<file path="config.mk">
export PLATFORM = sky130hd
export DESIGN_NAME = adder_word_sequencer
export DESIGN_NICKNAME = d
export VERILOG_FILES = /design/src/rtl/adder_seq_pkg.sv /design/src/rtl/full_adder_nbit.sv /design/src/rtl/adder_word_sequencer.sv
export SDC_FILE = /design/constraint.sdc
export NUM_CORES = 1
export LEC_CHECK = 0
export BUFFER_PORTS_ARGS = -buffer_cell sky130_fd_sc_hd__buf_2
export CAP_MARGIN = 40
export CORE_MARGIN = 4
export CORE_UTILIZATION = 60
export DETAILED_ROUTE_END_ITERATION = 12
export PLACE_DENSITY = 0.93
export SKIP_CTS_REPAIR_TIMING = 1
export SLEW_MARGIN = 20
export SYNTH_ARGS = -nofsm -noshare
export SYNTH_HDL_FRONTEND = slang
export SYNTH_HIERARCHICAL = 1
export SYNTH_SLANG_ARGS = --single-unit
</file>
<file path="constraint.sdc">
create_clock -name clk -period 5.9 [get_ports clk]
set_input_delay 1.18 -clock clk [delete_from_list [all_inputs] [get_ports clk]]
set_output_delay 1.18 -clock clk [all_outputs]
set_load 0.01 [all_outputs]
</file>
<file path="src/rtl/adder_seq_pkg.sv">
`default_nettype none
// ============================================================================
// Module  : adder_seq_pkg
// Brief   : Shared types and default sizes for the multi-precision
//           add/subtract sequencer.
// Revision: 1.0 - initial release
// ============================================================================
package adder_seq_pkg;

  // Sequencer control states
  typedef enum logic [1:0] {
    IDLE = 2'd0,
    RUN  = 2'd1,
    DONE = 2'd2
  } seq_state_t;

  // Default slice width and number of words per operand
  localparam int ADD_N     = 32;
  localparam int ADD_WORDS = 4;

endpackage : adder_seq_pkg
`default_nettype wire

</file>
<file path="src/rtl/full_adder_nbit.sv">
`default_nettype none
// ============================================================================
// Module  : full_adder_nbit
// Brief   : Purely combinational N-bit adder slice with carry in / carry out.
// Revision: 1.0 - initial release
// ============================================================================
module full_adder_nbit #(
  parameter int N = 32
) (
  input  logic [N-1:0] A,
  input  logic [N-1:0] B,
  input  logic         Cin,
  output logic [N-1:0] Sum,
  output logic         Cout
);

  // One extra bit on the left collects the carry out of the slice
  assign {Cout, Sum} = {1'b0, A} + {1'b0, B} + {{N{1'b0}}, Cin};

endmodule : full_adder_nbit
`default_nettype wire

</file>
<file path="src/rtl/adder_word_sequencer.sv">
`default_nettype none
// ============================================================================
// Module  : adder_word_sequencer
// Brief   : Multi-precision add/subtract controller. Streams WORDS slices of
//           N bits, least significant first, through one shared adder and
//           keeps the inter-word carry in a register.
// Revision: 1.0 - initial release
// ============================================================================
module adder_word_sequencer
  import adder_seq_pkg::*;
#(
  parameter int N     = ADD_N,
  parameter int WORDS = ADD_WORDS
) (
  input  logic                 clk,
  input  logic                 rst_n,
  input  logic                 in_valid,
  output logic                 in_ready,
  input  logic                 op_sub,
  input  logic [N*WORDS-1:0]   a,
  input  logic [N*WORDS-1:0]   b,
  output logic                 out_valid,
  input  logic                 out_ready,
  output logic [N*WORDS-1:0]   result,
  output logic                 carry_out,
  output logic                 overflow
);

  localparam int W  = N * WORDS;
  localparam int IW = (WORDS > 1) ? $clog2(WORDS) : 1;
  localparam logic [IW-1:0] LAST_IDX = IW'(WORDS - 1);

  seq_state_t     state_q, state_d;
  logic [IW-1:0]  idx_q, idx_d;
  logic           carry_q, carry_d;
  logic [W-1:0]   a_q, a_d;
  logic [W-1:0]   b_q, b_d;
  logic [W-1:0]   result_q, result_d;
  logic           cout_q, cout_d;
  logic           ovf_q, ovf_d;

  // Operands viewed as word arrays so the slice can be picked by idx
  logic [N-1:0]   a_word [WORDS];
  logic [N-1:0]   b_word [WORDS];
  logic [N-1:0]   slice_sum;
  logic           slice_cout;

  for (genvar gi = 0; gi < WORDS; gi++) begin : g_words
    assign a_word[gi] = a_q[gi*N +: N];
    assign b_word[gi] = b_q[gi*N +: N];
  end

  full_adder_nbit #(
    .N (N)
  ) u_slice (
    .A    (a_word[idx_q]),
    .B    (b_word[idx_q]),
    .Cin  (carry_q),
    .Sum  (slice_sum),
    .Cout (slice_cout)
  );

  // State, counter, carry and data registers; reset drops any op in flight
  always_ff @(posedge clk or negedge rst_n) begin
    if (!rst_n) begin
      state_q  <= IDLE;
      idx_q    <= '0;
      carry_q  <= 1'b0;
      a_q      <= '0;
      b_q      <= '0;
      result_q <= '0;
      cout_q   <= 1'b0;
      ovf_q    <= 1'b0;
    end else begin
      state_q  <= state_d;
      idx_q    <= idx_d;
      carry_q  <= carry_d;
      a_q      <= a_d;
      b_q      <= b_d;
      result_q <= result_d;
      cout_q   <= cout_d;
      ovf_q    <= ovf_d;
    end
  end

  // Next-state logic: accept, word-by-word accumulate, hold until handshake
  always_comb begin
    state_d  = state_q;
    idx_d    = idx_q;
    carry_d  = carry_q;
    a_d      = a_q;
    b_d      = b_q;
    result_d = result_q;
    cout_d   = cout_q;
    ovf_d    = ovf_q;

    case (state_q)
      IDLE: begin
        if (in_valid) begin
          // Subtraction is a + ~b + 1; the +1 enters as the first carry
          a_d     = a;
          b_d     = op_sub ? ~b : b;
          carry_d = op_sub;
          idx_d   = '0;
          state_d = RUN;
        end
      end
      RUN: begin
        for (int w = 0; w < WORDS; w++) begin
          if (idx_q == IW'(w)) begin
            result_d[w*N +: N] = slice_sum;
          end
        end
        carry_d = slice_cout;
        if (idx_q == LAST_IDX) begin
          cout_d  = slice_cout;
          // Signed overflow: like-signed operands give a differently signed sum
          ovf_d   = (a_q[W-1] == b_q[W-1]) && (slice_sum[N-1] != a_q[W-1]);
          idx_d   = '0;
          state_d = DONE;
        end else begin
          idx_d   = idx_q + IW'(1);
        end
      end
      DONE: begin
        if (out_ready) begin
          state_d = IDLE;
        end
      end
      default: begin
        state_d = IDLE;
      end
    endcase
  end

  assign in_ready  = (state_q == IDLE);
  assign out_valid = (state_q == DONE);
  assign result    = result_q;
  assign carry_out = cout_q;
  assign overflow  = ovf_q;

endmodule : adder_word_sequencer
`default_nettype wire

</file>
==> impl_results.md, run 1 <==
* Yosys cell types at 58
* Actual slew at the worst max-slew pin at 1.07 ns
* TritonCTS clock tree: yes
* YS warnings at 6
* Die Y at 185 um
* Worst slack, placed at 1.01 ns
* GP Congestion at 0.972
* Chip width at 185 um
* Critical path's slowest cell: dfrtp_4
* TNS Setup at 0 ns
* Register area share after synthesis at 52.2%
* WS Path Type: flop to flop
* # IOs at 393
* Met3 routed WL at 3820 um
* Layout area overhead at 19.0%
* Core area at 0.0307 mm^2
* Final Cell Area at 0.0223 mm^2
* Ys flop type: dfrtp_1
* DR WL/cell at 22.6 um
* # H-tree levels at 2
* Layout Nets at 2,107
* RR Startpoint: idx_q[0]$_DFFE_PN0P_
* First-pass GRT wire length at 77,500 um
* Critical Path Sink: overflow$_DFFE_PN0P_
* Final setup margin at 1.05 ns
* Worst-path fanout max at 38
* Maximum clock insertion buffer count at 3
* Outcome: completed
* Largest net degree at the start of global routing at 216
* Max layer used: met4
* Syn_nets at 1,748
* Drt pass-1 iters at 7
* Total CTS buffers at 40
* Min cycle time layout at 4.85 ns
* Worst Path Required at 6.30 ns
* Arr. time, crit path at 5.25 ns
* Metal2 WL at 24,500 um
* Cells after synthesis at 1,450
* Hold Path Class: flop to flop
* Via count at 13,481
* Gr ovfl total at 0
* CP Cell Sequence: buf_4, mux4_2, ha_1, nand4_1, a2111o_1, a31oi_1, o211a_1, nor4_1, a311oi_1, and3b_1, a21oi_1, o21ai_0
* PortBufs at 392
* Clock transition at the registers of the reported paths at 0.06 ns
* Clock Skews at 0.0205 ns
* Vias in the first global route at 13,924
* Worst rel slew slack at 28.6%
* Setup violations, final at 0
* Hold Vio Cnt, Final at 0
* Max frequency at 206 MHz
* Initial Util at 61.0%
* Final wirelength at 50,600 um
* Worst setup path startpoint: idx_q[0]$_DFFE_PN0P_
* Synth Register Bits at 391
* CTS Sinks at 391
* Antenna viol nets, final at 0
* Area post-placement at 0.0209 mm^2
* Startpoint Class: flop
* Avg Cell Area, Syn at 12.9 um^2
* RSZ-0062 raised after global routing: no
* Post-route met1 wirelength at 20,300 um
* Setup crit end kind: flop
* Post-DP HPWL at 36,400 um
* Reg-to-Reg End: overflow$_DFFE_PN0P_
* Max cap viols at 0
* Cell row count at 64
* Post-synth EDFFs at 0
* Initial antenna violation count at 7
* Post-Syn Area at 0.0188 mm^2
* Setup slack, reg-to-reg at 1.05 ns
* Worst r2r path cells at 12
* FFs w/ async S/R, synth at 100%
* Layout cells sized above 1 at 43.9%
* Drt drc at 0
* Fill count at 2,005
* DR iter-0 viols at 1,118
* Clk_lat worst skew at 0.53 ns
* Die ar. at 0.0342 mm^2
* Util after Layout at 72.6%
* Gr usage total at 29.3%
* Fin crit share at 82.2%
* Root buf cell: clkbuf_16
* DR vias/cell at 6.01
* Slowest stage delay, CP at 0.90 ns
* Final Slew Violations at 0
==> worst min path at each step <==
stage,cells after the start,endpoint,start
after floorplan,2,carry_q$_DFFE_PN0P_,carry_q$_DFFE_PN0P_
after global placement,2,overflow$_DFFE_PN0P_,overflow$_DFFE_PN0P_
after detailed placement,2,overflow$_DFFE_PN0P_,overflow$_DFFE_PN0P_
after CTS,2,overflow$_DFFE_PN0P_,overflow$_DFFE_PN0P_
after global routing,1,result[98]$_DFFE_PN0P_,result[98]$_DFFE_PN0P_
final,2,overflow$_DFFE_PN0P_,overflow$_DFFE_PN0P_
==> stage by stage <==
| stage | hold WS, ns | cells |
|---|---|---|
| after floorplan | 0.470 | 1450 |
| final | 0.488 | 2242 |
| after global placement | 0.470 | 2162 |
| after CTS | 0.497 | 2233 |
| after detailed placement | 0.482 | 2162 |
| after global routing | 0.517 | 2241 |
==> synth_stat cells, types with 2 or more instances <==
| cell type | n | area share, % |
|---|---|---|
| a2111o_1 | 2 | 0.12 |
| a211o_1 | 2 | 0.093 |
| a211oi_1 | 3 | 0.12 |
| a21o_1 | 15 | 0.60 |
| a21oi_1 | 161 | 4.3 |
| a221oi_1 | 2 | 0.093 |
| a22o_1 | 2 | 0.093 |
| a31oi_1 | 3 | 0.10 |
| and3b_1 | 2 | 0.093 |
| and4_1 | 3 | 0.14 |
| buf_1 | 2 | 0.040 |
| buf_2 | 55 | 1.5 |
| buf_4 | 25 | 1.0 |
| clkbuf_1 | 8 | 0.16 |
| dfrtp_1 | 391 | 52 |
| fa_1 | 2 | 0.21 |
| ha_1 | 35 | 2.3 |
| inv_1 | 9 | 0.18 |
| mux2_2 | 257 | 15 |
| mux4_2 | 64 | 7.7 |
| nand2_1 | 29 | 0.58 |
| nand2_2 | 2 | 0.067 |
| nand3_1 | 7 | 0.19 |
| nand4_1 | 7 | 0.23 |
| nor2_1 | 148 | 3.0 |
| nor3_1 | 3 | 0.080 |
| nor4b_1 | 2 | 0.093 |
| o21a_1 | 3 | 0.12 |
| o21ai_0 | 18 | 0.48 |
| o21ai_1 | 2 | 0.053 |
| o21bai_1 | 3 | 0.12 |
| o31ai_1 | 3 | 0.12 |
| xnor2_1 | 142 | 6.6 |
| xor2_1 | 14 | 0.65 |
==> kinds of logic (layout without fill, tap and decap cells) <==
logic type	Yosys count	after routing	share of synthesized area, %
other	0	8	0
AO/OA/AOI/OAI	233	233	7.20
flip-flops	391	391	52.2
adder cells (fa/ha/maj)	37	37	2.55
buffers and inverters	99	487	2.85
multiplexers	322	322	23.2
AND/OR/NAND/NOR	212	212	4.82
XOR/XNOR	156	156	7.28
==> critical path: cells and delay by family (launching register included) <==
family                   cells  cell delay (ns)
flip-flops                   1             0.90
buffers and inverters        1             0.42
multiplexers                 1             0.57
adder cells (fa/ha/maj)      1             0.43
AND/OR/NAND/NOR              3             0.51
AO/OA/AOI/OAI                6             1.86
==> cell type report <==
cell class / instances / area (um^2) / share of cell area [%]
Antenna cell: 8 / 20.0 / 0.0897
Sequential cell: 391 / 9790 / 43.9
Tap cell: 396 / 495 / 2.22
Timing Repair Buffer: 407 / 2140 / 9.61
Clock inverter: 15 / 219 / 0.981
Multi-Input combinational cell: 960 / 8450 / 37.8
Inverter: 9 / 33.8 / 0.151
Clock buffer: 56 / 1170 / 5.25
==> flip-flops by register name, indices dropped and copies added, names as in the netlist <==
| name | flops |
|---|---|
| a_q | 128 |
| state_q | 2 |
| carry_q | 1 |
| b_q | 128 |
| idx_q | 2 |
| overflow | 1 |
| carry_out | 1 |
| result | 128 |
==> routing by layer <==
metal / GRT usage (%) / vias up
met5: 0 / -
met4: 10.5 / 0
met3: 4.79 / 136
met2: 47.7 / 713
met1: 40.4 / 6743
li1: - / 5889
==> cells in the final DEF (no fill, tap or decap), drive strengths merged, types with 3 or more instances in the layout <==
master	count
buf	407
dfrtp	391
mux2	257
a21oi	161
nor2	148
xnor2	142
mux4	64
clkbuf	56
ha	35
nand2	31
o21ai	20
a21o	15
xor2	14
inv	12
diode	8
nand3	7
nand4	7
bufinv	5
clkinv	4
o21bai	4
a211oi	4
clkinvlp	3
and4	3
o21a	3
nor3	3
a31oi	3
o31ai	3
Power of run 1 is not shown: default switching activity piles up to over one toggle a cycle in this logic, so the estimate is an artifact.
==> run 2, diff against run 1 <==
Settings changed: ABC_AREA set to 1, CORE_UTILIZATION 60 to 57, PLACE_DENSITY 0.93 to 0.89.
Clock period 5.9 ns to 4.8 ns, I/O delays scaled along.
==> run 2 against run 1 <==
  * Sequential share of layout area shrank 4.3 points
  * First-iteration DRC count grew 55%
  * Die area grew 18%
  * Cell area grew 11%
  * Setup slack gained 0.16 ns
  * Wire length grew 25%
  * Area after synthesis grew 13%
  * Register-to-register slack gained 0.16 ns
  * Global-route usage grew 1.1 points
  * Hold slack lost 0.015 ns
==> impl_results.md, run 2 <==
* Maximum VDD drop at 0.411 mV
* Setup violations, final at 0
* Max frequency at 279 MHz
* WS Path Type: flop to flop
* Syn_nets at 3,440
* Top cells by area, synth: dfrtp_1, nand2_1, o21ai_0, inv_1, nor2_1
* Hold Vio Cnt, Final at 0
* Layout Nets at 3,750
* Maximum clock insertion buffer count at 3
* Drt drc at 0
* Register area share after synthesis at 46.1%
* Gr ovfl total at 0
* Commonest non-fill, non-tap cell in the layout: nand2_1
* Vias in the first global route at 19,146
* Total CTS buffers at 41
* FFs w/ async S/R, synth at 100%
* DR WL/cell at 15.9 um
* Leakage at 0.0150 uW
* Dominant cell type by area after synthesis: dfrtp_1
* Post-Syn Area at 0.0212 mm^2
* Final Slew Violations at 0
* # IOs at 393
* Yosys cell types at 28
* Post-synth EDFFs at 0
* Share of the synthesized area in the top cell type at 46.1%
* Ys flop type: dfrtp_1
* Outcome: completed
* YS warnings at 6
* Largest family of logic cells by synthesized area: simple AND/OR/NAND/NOR gates
* Synth Register Bits at 391
* Setup crit end kind: flop
* Via count at 20,395
* Max cap viols at 0
* Design Power at 20,300 uW
* GP Congestion at 0.942
* Die ar. at 0.0404 mm^2
* Worst Hold Launch: a_q[104]$_DFFE_PN0P_
* Synth Area in XOR/XNOR at 0.619%
* Worst-path fanout max at 61
* DR vias/cell at 5.15
* RR Startpoint: idx_q[0]$_DFFE_PN0P_
* Top cells by count, synth: nand2_1, dfrtp_1, inv_1
* Layout cells sized above 1 at 14.5%
* Final wirelength at 63,000 um
* Initial Util at 57.9%
* RSZ-0062 raised after global routing: no
* Most frequent cells in the layout: nand2_1, dfrtp_1, buf_2, inv_1, o21ai_0
* Arr. time, crit path at 4.02 ns
* Root buf cell: clkbuf_16
* Hold Path Class: flop to flop
* Synth Area in Simple Gates at 34.9%
* Avg Cell Area, Syn at 6.76 um^2
* Worst Path Required at 5.23 ns
* Drt pass-1 iters at 5
* Worst setup path startpoint: idx_q[0]$_DFFE_PN0P_
* Mux contribution to synthesized area at 0%
* Initial antenna violation count at 9
* TritonCTS clock tree: yes
* DR iter-0 viols at 1,729
* First-pass GRT wire length at 100,000 um
* Gr usage total at 30.4%
* Clk_lat worst skew at 0.55 ns
* Die Y at 201 um
* Layout area overhead at 16.5%
* Most common cell in the netlist: nand2_1
* TNS Setup at 0 ns
* PortBufs at 392
* CTS Sinks at 391
* Actual slew at the worst max-slew pin at 1.06 ns
* Min cycle time layout at 3.59 ns
* Fin crit share at 74.7%
* Pwr Density at 821 mW/mm^2
* Worst rel slew slack at 29.3%
* Clock transition at the registers of the reported paths at 0.07 ns
* Antenna viol nets, final at 0
* Largest net degree at the start of global routing at 258
* Chip width at 201 um
* Clock Skews at 0.0168 ns
* Cell row count at 70
* Compound-gate portion of the synthesized area at 6.70%
* Core area at 0.0367 mm^2
* Cells after synthesis at 3,142
* Startpoint Class: flop
* Post-DP HPWL at 45,300 um
* # H-tree levels at 2
* Post-synthesis adder-cell area fraction at 2.25%
[run 2: cell types whose count changed in the layout (fill, tap and decap cells not counted), moves of 140 or more]
| cell | previous run | this run |
|---|---|---|
| o21ai_0 | 18 | 259 |
| nand2_1 | 29 | 1724 |
| a21oi_1 | 161 | 21 |
| mux2_2 | 257 | 0 |
| inv_1 | 9 | 316 |
| xnor2_1 | 142 | 0 |
[run 2: worst paths after layout]
check | cells after the start | end | slack, ns
worst max register to register | 20 | overflow$_DFFE_PN0P_ | 1.21
worst min-delay path | 2 | a_q[104]$_DFFE_PN0P_ | 0.47
min in group asynchronous | 1 | a_q[15]$_DFFE_PN0P_ | 0.48
worst min register to register | 2 | a_q[104]$_DFFE_PN0P_ | 0.47
max in group asynchronous | 2 | result[93]$_DFFE_PN0P_ | 3.31
worst max-delay path | 20 | overflow$_DFFE_PN0P_ | 1.21
[run 2: kinds of logic after synthesis]
logic type / after synthesis
adder cells (fa/ha/maj): 37
AO/OA/AOI/OAI: 283
buffers and inverters: 470
AND/OR/NAND/NOR: 1946
XOR/XNOR: 15
flip-flops: 391
[run 2: layout make-up]
| class | count | area [um^2] |
|---|---|---|
| Fill cell | 3196 | 12000 |
| Clock buffer | 56 | 1160 |
| Multi-Input combinational cell | 2281 | 9470 |
| Antenna cell | 5 | 12.5 |
| Sequential cell | 391 | 9790 |
| Clock inverter | 19 | 256 |
| Tap cell | 468 | 586 |
| Timing Repair Buffer | 417 | 2270 |
| Inverter | 320 | 1210 |
[run 2: metrics by stage]
| step | hold WS [ns] | cells | util [%] | worst slack (ns) | instance area (um^2) |
|---|---|---|---|---|---|
| after floorplan | 0.444 | 3142 | - | 1.84 | 21200 |
| after global placement | 0.457 | 3875 | 63.4 | 1.35 | 23300 |
| after detailed placement | 0.460 | 3877 | 63.5 | 1.30 | 23300 |
| after CTS | 0.477 | 3952 | 67.4 | 1.26 | 24700 |
| after global routing | 0.493 | 3956 | 67.4 | 0.930 | 24700 |
| final | 0.473 | 3957 | 67.4 | 1.21 | 24700 |
[run 2: metal layers]
layer	global-route usage (%)	wire length, um	vias to the layer above
met4	12.0	2690	8
met1	42.6	26700	9358
met2	47.9	28900	834
met3	4.89	4690	150
li1	-	-	10045
met5	0	47	-
[run 2: worst max-delay path, stage by stage (launching register included)]
cell and delay, ns:
dfrtp_4 0.70, buf_4 0.55, o21ai_0 0.25, nand2_1 0.11
nand2_1 0.10, ha_1 0.43, nand2_1 0.13, nand3_2 0.13
nand2_1 0.06, nand2_1 0.11, nand2_1 0.09, nand2_2 0.11
nand2_1 0.08, nand2_1 0.06, nand2_1 0.04, nand2_1 0.22
inv_1 0.07, nand3_1 0.07, nand2_1 0.05, nand2_1 0.05
nand2_1 0.05
[run 2: where the power goes]
part	internal, uW	total (uW)	switching [uW]
sequential	4900	5850	954
clock	1980	3320	1340
combinational	3340	11200	7820
total	10200	20300	10100
Power figures use the tool's default switching activity.
